### config.mk
export PLATFORM = sky130hd
export DESIGN_NAME = dcache_mem_bridge_flat
export DESIGN_NICKNAME = d
export VERILOG_FILES = /design/src/rtl/dcache_mem_bridge_if.sv /design/src/rtl/dcache_mem_bridge.sv /design/src/flat_wrapper.sv
export SDC_FILE = /design/constraint.sdc
export NUM_CORES = 1
export LEC_CHECK = 0
export CELL_PAD_IN_SITES_DETAIL_PLACEMENT = 0
export CELL_PAD_IN_SITES_GLOBAL_PLACEMENT = 1
export CORE_ASPECT_RATIO = 0.7
export CORE_UTILIZATION = 38
export CTS_CLUSTER_SIZE = 20
export DETAILED_ROUTE_END_ITERATION = 16
export PLACE_DENSITY = 0.87
export SYNTH_ARGS = -nofsm -noshare
export SYNTH_HDL_FRONTEND = slang
export SYNTH_SLANG_ARGS = --single-unit
### constraint.sdc
create_clock -name clk -period 2.68 [get_ports clk]
set_clock_uncertainty 0.05 [all_clocks]
set_input_delay 0.402 -clock clk [delete_from_list [all_inputs] [get_ports clk]]
set_output_delay 0.402 -clock clk [all_outputs]
set_load 0.005 [all_outputs]
### src/rtl/dcache_mem_bridge_if.sv
// Bundle of dcache refill/writeback signals and the single-word SRAM bus seen by the bridge.
// slave: the bridge's view. master: the dcache/memory environment's view.
interface dcache_mem_bridge_if #(
    parameter int unsigned AW = 32,
    parameter int unsigned DW = 32
) ();
    logic            ram_rd_req_i;
    logic [AW-1:0]   ram_rd_addr_i;
    logic            ram_rd_rdy_o;
    logic [DW-1:0]   ram_rd_data_o;
    logic [2:0]      ram_rd_num_o;
    logic            ram_wr_req_i;
    logic [AW-1:0]   ram_wr_addr_i;
    logic [4*DW-1:0] ram_wr_data_i;
    logic            ram_dirty_i;
    logic            ram_wr_rdy_o;
    logic            mem_req_o;
    logic            mem_we_o;
    logic [AW-1:0]   mem_addr_o;
    logic [DW-1:0]   mem_wdata_o;
    logic            mem_gnt_i;
    logic            mem_rvalid_i;
    logic [DW-1:0]   mem_rdata_i;

    modport slave (
        input  ram_rd_req_i, ram_rd_addr_i, ram_wr_req_i, ram_wr_addr_i, ram_wr_data_i,
               ram_dirty_i, mem_gnt_i, mem_rvalid_i, mem_rdata_i,
        output ram_rd_rdy_o, ram_rd_data_o, ram_rd_num_o, ram_wr_rdy_o,
               mem_req_o, mem_we_o, mem_addr_o, mem_wdata_o
    );

    modport master (
        output ram_rd_req_i, ram_rd_addr_i, ram_wr_req_i, ram_wr_addr_i, ram_wr_data_i,
               ram_dirty_i, mem_gnt_i, mem_rvalid_i, mem_rdata_i,
        input  ram_rd_rdy_o, ram_rd_data_o, ram_rd_num_o, ram_wr_rdy_o,
               mem_req_o, mem_we_o, mem_addr_o, mem_wdata_o
    );
endinterface

### src/rtl/dcache_mem_bridge.sv
// Memory-side responder for dcache line refills (4 beats) and dirty writebacks, one SRAM access at a time.
// Optional macro DCACHE_CRITICAL_WORD_FIRST_EN: refill starts at ram_rd_addr_i[3:2] and wraps modulo 4.
module dcache_mem_bridge #(
    parameter int unsigned AW = 32,
    parameter int unsigned DW = 32
) (
    input logic           clk,
    input logic           rst_n,
    dcache_mem_bridge_if.slave bus
);
    localparam logic [2:0] IDLE    = 3'd0;
    localparam logic [2:0] WB_REQ  = 3'd1;
    localparam logic [2:0] WB_DONE = 3'd2;
    localparam logic [2:0] RD_REQ  = 3'd3;
    localparam logic [2:0] RD_WAIT = 3'd4;

    logic [2:0]      state_q, state_d;
    logic [1:0]      cnt_q, cnt_d;
    logic [1:0]      idx_q, idx_d;
    logic [AW-1:0]   base_q, base_d;
    logic [4*DW-1:0] line_q, line_d;
    logic            mem_req_q, mem_req_d;
    logic            mem_we_q, mem_we_d;
    logic [AW-1:0]   mem_addr_q, mem_addr_d;
    logic [DW-1:0]   mem_wdata_q, mem_wdata_d;
    logic            rd_rdy_q, rd_rdy_d;
    logic [DW-1:0]   rd_data_q, rd_data_d;
    logic [2:0]      rd_num_q, rd_num_d;
    logic            wr_rdy_q, wr_rdy_d;
    logic [1:0]      start_idx;

`ifdef DCACHE_CRITICAL_WORD_FIRST_EN
    assign start_idx = bus.ram_rd_addr_i[3:2];
`else
    assign start_idx = 2'd0;
`endif

    // Line-offset bits are don't-care; the line base is rebuilt from [AW-1:4].
    logic unused_addr_bits;
    assign unused_addr_bits = ^{bus.ram_rd_addr_i[3:0], bus.ram_wr_addr_i[3:0]};

    // State and registered outputs; reset aborts any transaction at once.
    always_ff @(posedge clk or negedge rst_n) begin
        if (!rst_n) begin
            state_q     <= IDLE;
            cnt_q       <= '0;
            idx_q       <= '0;
            base_q      <= '0;
            line_q      <= '0;
            mem_req_q   <= 1'b0;
            mem_we_q    <= 1'b0;
            mem_addr_q  <= '0;
            mem_wdata_q <= '0;
            rd_rdy_q    <= 1'b0;
            rd_data_q   <= '0;
            rd_num_q    <= '0;
            wr_rdy_q    <= 1'b0;
        end else begin
            state_q     <= state_d;
            cnt_q       <= cnt_d;
            idx_q       <= idx_d;
            base_q      <= base_d;
            line_q      <= line_d;
            mem_req_q   <= mem_req_d;
            mem_we_q    <= mem_we_d;
            mem_addr_q  <= mem_addr_d;
            mem_wdata_q <= mem_wdata_d;
            rd_rdy_q    <= rd_rdy_d;
            rd_data_q   <= rd_data_d;
            rd_num_q    <= rd_num_d;
            wr_rdy_q    <= wr_rdy_d;
        end
    end

    // Next state plus the values the output registers take on the coming edge.
    always_comb begin
        state_d     = state_q;
        cnt_d       = cnt_q;
        idx_d       = idx_q;
        base_d      = base_q;
        line_d      = line_q;
        mem_req_d   = mem_req_q;
        mem_we_d    = mem_we_q;
        mem_addr_d  = mem_addr_q;
        mem_wdata_d = mem_wdata_q;
        rd_rdy_d    = 1'b0;
        rd_data_d   = rd_data_q;
        rd_num_d    = rd_num_q;
        wr_rdy_d    = 1'b0;

        case (state_q)
            IDLE: begin
                if (bus.ram_wr_req_i && bus.ram_dirty_i) begin
                    base_d      = {bus.ram_wr_addr_i[AW-1:4], 4'b0000};
                    line_d      = bus.ram_wr_data_i;
                    cnt_d       = 2'd0;
                    mem_req_d   = 1'b1;
                    mem_we_d    = 1'b1;
                    mem_addr_d  = {bus.ram_wr_addr_i[AW-1:4], 4'b0000};
                    mem_wdata_d = bus.ram_wr_data_i[DW-1:0];
                    state_d     = WB_REQ;
                end else if (bus.ram_rd_req_i) begin
                    base_d     = {bus.ram_rd_addr_i[AW-1:4], 4'b0000};
                    idx_d      = start_idx;
                    cnt_d      = 2'd0;
                    mem_req_d  = 1'b1;
                    mem_we_d   = 1'b0;
                    mem_addr_d = {bus.ram_rd_addr_i[AW-1:4], start_idx, 2'b00};
                    state_d    = RD_REQ;
                end
            end
            WB_REQ: begin
                if (bus.mem_gnt_i) begin
                    cnt_d = cnt_q + 2'd1;
                    if (cnt_q == 2'd3) begin
                        mem_req_d = 1'b0;
                        mem_we_d  = 1'b0;
                        wr_rdy_d  = 1'b1;
                        state_d   = WB_DONE;
                    end else begin
                        mem_addr_d  = {base_q[AW-1:4], cnt_d, 2'b00};
                        mem_wdata_d = DW'(line_q >> (32'(cnt_d) * DW));
                    end
                end
            end
            WB_DONE: begin
                state_d = IDLE;
            end
            RD_REQ: begin
                if (bus.mem_gnt_i) begin
                    mem_req_d = 1'b0;
                    state_d   = RD_WAIT;
                end
            end
            RD_WAIT: begin
                if (bus.mem_rvalid_i) begin
                    rd_rdy_d  = 1'b1;
                    rd_data_d = bus.mem_rdata_i;
                    rd_num_d  = {1'b0, idx_q};
                    cnt_d     = cnt_q + 2'd1;
                    idx_d     = idx_q + 2'd1;
                    if (cnt_q == 2'd3) begin
                        state_d = IDLE;
                    end else begin
                        mem_req_d  = 1'b1;
                        mem_addr_d = {base_q[AW-1:4], idx_d, 2'b00};
                        state_d    = RD_REQ;
                    end
                end
            end
            default: begin
                state_d   = IDLE;
                mem_req_d = 1'b0;
                mem_we_d  = 1'b0;
            end
        endcase
    end

    assign bus.mem_req_o     = mem_req_q;
    assign bus.mem_we_o      = mem_we_q;
    assign bus.mem_addr_o    = mem_addr_q;
    assign bus.mem_wdata_o   = mem_wdata_q;
    assign bus.ram_rd_rdy_o  = rd_rdy_q;
    assign bus.ram_rd_data_o = rd_data_q;
    assign bus.ram_rd_num_o  = rd_num_q;
    assign bus.ram_wr_rdy_o  = wr_rdy_q;
endmodule

### src/flat_wrapper.sv
// flat-port wrapper written by rule: the top's interface ports become plain ports
module dcache_mem_bridge_flat 
#(
    parameter int unsigned AW = 32,
    parameter int unsigned DW = 32
)
  (clk, rst_n, bus_ram_rd_req_i, bus_ram_rd_addr_i, bus_ram_wr_req_i, bus_ram_wr_addr_i, bus_ram_wr_data_i, bus_ram_dirty_i, bus_mem_gnt_i, bus_mem_rvalid_i, bus_mem_rdata_i, bus_ram_rd_rdy_o, bus_ram_rd_data_o, bus_ram_rd_num_o, bus_ram_wr_rdy_o, bus_mem_req_o, bus_mem_we_o, bus_mem_addr_o, bus_mem_wdata_o);
  dcache_mem_bridge_if #(.AW(AW), .DW(DW)) bus_i ();
  input logic clk;
  input logic rst_n;
  input wire logic [$bits(bus_i.ram_rd_req_i)-1:0] bus_ram_rd_req_i;
  input wire logic [$bits(bus_i.ram_rd_addr_i)-1:0] bus_ram_rd_addr_i;
  input wire logic [$bits(bus_i.ram_wr_req_i)-1:0] bus_ram_wr_req_i;
  input wire logic [$bits(bus_i.ram_wr_addr_i)-1:0] bus_ram_wr_addr_i;
  input wire logic [$bits(bus_i.ram_wr_data_i)-1:0] bus_ram_wr_data_i;
  input wire logic [$bits(bus_i.ram_dirty_i)-1:0] bus_ram_dirty_i;
  input wire logic [$bits(bus_i.mem_gnt_i)-1:0] bus_mem_gnt_i;
  input wire logic [$bits(bus_i.mem_rvalid_i)-1:0] bus_mem_rvalid_i;
  input wire logic [$bits(bus_i.mem_rdata_i)-1:0] bus_mem_rdata_i;
  output wire logic [$bits(bus_i.ram_rd_rdy_o)-1:0] bus_ram_rd_rdy_o;
  output wire logic [$bits(bus_i.ram_rd_data_o)-1:0] bus_ram_rd_data_o;
  output wire logic [$bits(bus_i.ram_rd_num_o)-1:0] bus_ram_rd_num_o;
  output wire logic [$bits(bus_i.ram_wr_rdy_o)-1:0] bus_ram_wr_rdy_o;
  output wire logic [$bits(bus_i.mem_req_o)-1:0] bus_mem_req_o;
  output wire logic [$bits(bus_i.mem_we_o)-1:0] bus_mem_we_o;
  output wire logic [$bits(bus_i.mem_addr_o)-1:0] bus_mem_addr_o;
  output wire logic [$bits(bus_i.mem_wdata_o)-1:0] bus_mem_wdata_o;
  assign bus_i.ram_rd_req_i = bus_ram_rd_req_i;
  assign bus_i.ram_rd_addr_i = bus_ram_rd_addr_i;
  assign bus_i.ram_wr_req_i = bus_ram_wr_req_i;
  assign bus_i.ram_wr_addr_i = bus_ram_wr_addr_i;
  assign bus_i.ram_wr_data_i = bus_ram_wr_data_i;
  assign bus_i.ram_dirty_i = bus_ram_dirty_i;
  assign bus_i.mem_gnt_i = bus_mem_gnt_i;
  assign bus_i.mem_rvalid_i = bus_mem_rvalid_i;
  assign bus_i.mem_rdata_i = bus_mem_rdata_i;
  assign bus_ram_rd_rdy_o = bus_i.ram_rd_rdy_o;
  assign bus_ram_rd_data_o = bus_i.ram_rd_data_o;
  assign bus_ram_rd_num_o = bus_i.ram_rd_num_o;
  assign bus_ram_wr_rdy_o = bus_i.ram_wr_rdy_o;
  assign bus_mem_req_o = bus_i.mem_req_o;
  assign bus_mem_we_o = bus_i.mem_we_o;
  assign bus_mem_addr_o = bus_i.mem_addr_o;
  assign bus_mem_wdata_o = bus_i.mem_wdata_o;
  dcache_mem_bridge #(.AW(AW), .DW(DW)) u_core (.clk(clk), .rst_n(rst_n), .bus(bus_i));
endmodule
; ---- Word level (Yosys, flattened, before mapping)
; Index checks and enable logic that the tools add are counted.
[classes]
n_addsub = 2
multipliers = 0
n_div = 0
n_lt_le_gt_ge = 0
n_eq_ne = 15
shifts = 1
mux = 43
bitwise_logic = 2
n_reduce_logical = 17
[ops]
columns = operator, n
row1 = 2-to-1 mux 32 bit, 9
row2 = >> shifter 128 x 7 -> 32 bit, 1
row3 = case mux 32 bit (3 select lines), 1
row4 = case mux 32 bit (2 select lines), 1
row5 = 2-to-1 mux 3 bit, 6
row6 = AND reduction 4 bit, 4
row7 = 2-to-1 mux 1 bit, 14
row8 = 2-to-1 mux 2 bit, 7
row9 = "!= test 2 bit, second input constant", 7
row10 = case mux 3 bit (4 select lines), 1
row11 = AND reduction 7 bit, 1
row12 = "== test 3 x 2 -> 1 bit, second input constant", 2
row13 = case mux 2 bit (3 select lines), 1
row14 = AND reduction 2 bit, 3
row15 = AND reduction 6 bit, 1
row16 = nonzero test 2 bit, 3
row17 = case mux 1 bit (5 select lines), 1
row18 = AND reduction 5 bit, 1
row19 = "adder 2 x 1 -> 2 bit, second input constant", 2
row20 = "!= test 2 x 1 -> 1 bit, second input constant", 2
row21 = case mux 2 bit (2 select lines), 1
row22 = "== test 3 x 1 -> 1 bit, second input constant", 1
row23 = "== test 3 bit, second input constant", 1
row24 = logical NOT 3 bit, 1
row25 = 7 further kinds, 8
[totals]
reg_bits = 269
latchBits = 0
ram_bits = 0
mem_bits_ro = 0
inputBits = 231
out_inout_bits = 103
wordCells = 93
mem_count = 0

; ---- Depth between registers and ports, before layout
[logic_depth]
depth_word = 5
mapped_depth = 7
ltp_nobuf = 5

; ---- Worst setup path before layout
; Ideal clock, no wire load.
[synth_path]
path_type = register to register
start = register u_core.state_q[0]
end = register u_core.mem_addr_q[10], in the netlist u_core.bus.mem_addr_o[10]
setup_time_ns = 0.125
arrival_time_ns = 1.687
t_required_ns = 2.505
path_slack_ns = 0.818
stages_incl_launch_ff = 6
path_buffers = 2
synth_period_minus_slack_ns = 1.862
path_cell_list = dfrtp_1 -> buf_4 -> nor4b_1 -> nand3b_2 -> buf_6 -> mux2_4
[synth_via]
elab_chain_len = 3
word_cells_on_any_way = 11
cone_classes = 7 x eq/ne / 1 x mux / 3 x reduce/logical
[synth_rtl]
columns = element, line_no
row1 = start: declaration, dcache_mem_bridge.sv:17  ; logic [2:0] state_q, state_d;
row2 = start signal: assignment, dcache_mem_bridge.sv:59  ; state_q <= state_d;
row3 = == test 3 bit (tied with other cells), dcache_mem_bridge.sv:91  ; case (state_q)
row4 = != test 2 bit (no line) (tied with other cells), n/a
row5 = AND reduction 6 bit (no line), n/a
row6 = end signal: assignment, dcache_mem_bridge.sv:66  ; mem_addr_q <= mem_addr_d;
row7 = end: declaration, dcache_mem_bridge.sv:24  ; logic [AW-1:0] mem_addr_q, mem_addr_d;
; Several ways; a longest one is shown, not always the timed one.
; A chain may end at the register's enable or synchronous reset.

; ---- Worst setup path in the final report
[layout_path]
start = register u_core.state_q[2]
end = register u_core.mem_addr_q[16], in the netlist u_core.bus.mem_addr_o[16]
; The elaborated chain is that of the path after synthesis.

==> results by group <==
Run status
  • Result of the run: complete, no violations

Worst setup path
  • CP bufs+invs: 1
  • Max incr delay on CP: 0.75 ns
  • CP Capture Type: flop
  • CP cell instances: nor4b_1 -> nand3b_2 -> buf_12 -> mux2_4
  • Critical path's slowest cell: dfrtp_1
  • Worst-case register-to-register setup slack: 0.39 ns
  • Critical Path Start Type: flop
  • Req. time, crit path: approximately 3 ns
  • CP max FO: 30
  • Crit Path Class: flop to flop
  • Crit path DAT: around 2.7 ns
  • Crit path max-delay family: flip-flops

Routing
  • Vias/cell: 4.88
  • DRC: 0
  • First-pass DRT Iterations: 4
  • DR iter-0 viols: around 450
  • Vias: roughly 8,000
  • Routed WL: 30,200 um
  • DRT antenna net count: 0
  • Wirelength per Cell: between 15 and 20 um

Logic synthesis
  • Dominant cell type by area after synthesis: dfrtp_1
  • Post-synthesis cell count: 891
  • Sequential area share after synthesis: 55.4%
  • Unique masters post-synth: 44
  • Most instantiated cells after synthesis: dfrtp_1 (263), mux2_2 (164), nand2_1 (106)
  • Asr flop ratio synth: 100%
  • Top-count cell post-synth: dfrtp_1
  • Mapped Area: ~12,000 um^2
  • Synth Flop Type: dfrtp_1
  • Avg Inst Size Synth: between 10 and 15 um^2
  • Synth Warn #: 0
  • Post-synth EDFFs: 0
  • Dominant cells by area after synthesis: dfrtp_1 (55%), mux2_2 (16%), mux4_2 (6.1%)
  • Synth Register Bits: 263
  • Top-area cell type share of the netlist area: between 50% and 60%

Worst hold path
  • Path type of the worst min-delay path: input port to async pin

Place
  • Area after DPL: 15,700 um^2
  • Port bufs: between 300 and 400
  • Dpl ws: between 0.3 and 0.4 ns
  • Gp weighted congestion: 0.807
  • Post-DP HPWL: 21,300 um
  • Inst Count DP: 1,594

Global routing
  • Total GRT Usage: 18.9%
  • First-pass GRT wire length: between 40,000 and 50,000 um
  • Initial antenna violation count: 3
  • Pin count of the biggest net entering global routing: 82
  • GRT overflow: 0
  • Vias in the first global route: 8,432

Die
  • DIE AREA: 32,000 um^2
  • Core box area: 30,400 um^2
  • Core Rows: 53
  • Initial Util: around 39%
  • Ports: 334
  • Die width: 213 um
  • Die Span Y: ~150 um

STA
  • Setup TNS: 0 ns
  • Maximum achievable frequency: 437 MHz
  • Fin crit period: about 2.3 ns
  • Final setup viols: 0
  • Period utilization: 85.4%
  • Hold Fails Final Rpt: 0
  • Final worst slack: 0.391 ns
  • Worst Tran Pin Value: 0.769 ns
  • Max-slew violations: 0
  • Worst rel slew slack: about half
  • RSZ-0062 raised after global routing: false

Layout
  • Multi-input logic area: roughly 5000 um^2
  • Filler cells: about 2,600
  • Fin nets: about 1,400
  • Area Growth Syn to Fin: 39.8%
  • Fin area: ~17,000 um^2
  • Layout Cells excl Fill: around 1,600
  • Share of cells above drive strength 1: 25.8%
  • Register area: between 6000 and 7000 um^2

Clock network
  • CTS tree: built
  • Clock Tree Buf Depth: 3
  • H-tree Lvls: 1
  • Clock latency on the worst-skew pair: 0.54 ns
  • Root Driver: clkbuf_16
  • Cts bufs inserted: 27
  • CTS resizes: 0
  • Clock transition at path regs: 0.07 ns
  • Clk sink count: around 260

Power and ir drop
  • Worst VDD drop: 0.609 mV
  • Psw: 6.00 mW
  • Clk pwr share: 20.0%
  • P_int: 13.1 mW
  • Combinational fraction of design power: between 40% and 50%
  • Leak: 7.17 nW
  • Seq pwr share: a little over a third
  • Power per cell area: 1150 nW/um^2
  • Switch share: 31.4%

Flow run
  • Max_cap viols: 0
logic make-up after synthesis:
logic type      share of synthesized area (%)
simple gates                             5.77
xor+xnor                               0.0737
fa+ha+maj                               0.200
other cells                            0.0316
buf+inv                                  3.94
flops                                    55.4
compound gates                           4.47
mux                                      30.1
layout by cell type (no fill, tap or decap), types with 3 or more instances in the layout:
cell,n
nand3_1,3
clkinv_2,4
mux2_2,164
clkbuf_16,27
mux4_2,32
a21oi_1,3
o21ai_0,33
nor2_1,39
dfrtp_1,262
diode_2,3
mux2i_1,56
clkbuf_8,7
conb_1,3
buf_4,17
a31oi_1,33
buf_12,12
nand2_1,105
inv_1,30
clkdlybuf4s50_1,321
mux2_4,30
clkinvlp_4,4
sequential cells by signal, summed over array words and instances, names as in the netlist, 2 cells and up:
register and count:
u_core.cnt_q 2, u_core.bus.mem_wdata_o 32, u_core.line_q 128, u_core.idx_q 2
u_core.bus.mem_addr_o 30, u_core.bus.ram_rd_data_o 32, u_core.state_q 3, u_core.bus.ram_rd_num_o 2
u_core.base_q 28
per-layer routing:
layer,share of wire (%),GRT usage (%)
met5,0.043,0
met1,45,25.8
met4,1.4,3.04
met2,46,29.6
met3,8.1,6.30
per-stage QoR:
stage               utilization (%)  power (mW)  hold WS (ns)
global placement               51.7        15.2         0.214
global route                   54.7        20.4         0.231
floorplan                         -        12.1        0.0564
finish                         54.7        19.1         0.250
CTS                            54.7        19.4         0.224
detailed placement             51.7        15.4         0.214
worst reg2reg max path: cells and delay by family, from the launching register on:
kind / cells / cell delay, ns
AND/OR/NAND/NOR: 2 / 0.75
flip-flops: 1 / 0.75
multiplexers: 1 / 0.35
buffers and inverters: 1 / 0.26
area by class of cell:
cell class	instances	area share, %
diodes	3	0.0452
clock buffers	36	4.69
clock inverters	12	0.768
inverters	30	0.678
multi-input cells	538	29.4
flip-flops and latches	263	39.6
well taps	412	3.10
repair buffers	352	21.7
path summary, 6_finish.rpt:
kind,depth (start not counted),to,start
min,2,u_core.line_q[120],rst_n
max reg2reg,4,u_core.bus.mem_addr_o[16],u_core.state_q[2]
min reg2reg,2,u_core.base_q[19],u_core.base_q[19]
max,4,u_core.bus.mem_addr_o[16],u_core.state_q[2]
max in group asynchronous,3,u_core.line_q[35],rst_n
min in group clk,3,u_core.bus.mem_wdata_o[9],bus_ram_wr_data_i[9]
power by group through the flow:
| stage | clock network [mW] | registers (mW) | logic [mW] |
|---|---|---|---|
| finish | 3.83 | 6.96 | 8.32 |
| floorplan | 0 | 6.74 | 5.35 |
| global placement | 0 | 6.93 | 8.23 |
| detailed placement | 0 | 7.01 | 8.42 |
| CTS | 3.96 | 6.96 | 8.46 |
| global route | 4.12 | 7.20 | 9.06 |
repair_timing:
| item | in CTS | in global routing |
|---|---|---|
| setup buffers | 0 | 0 |
| hold endpoints to repair | 92 | 0 |
| hold buffers | 1 | 0 |
Power figures use the tool's default switching activity.
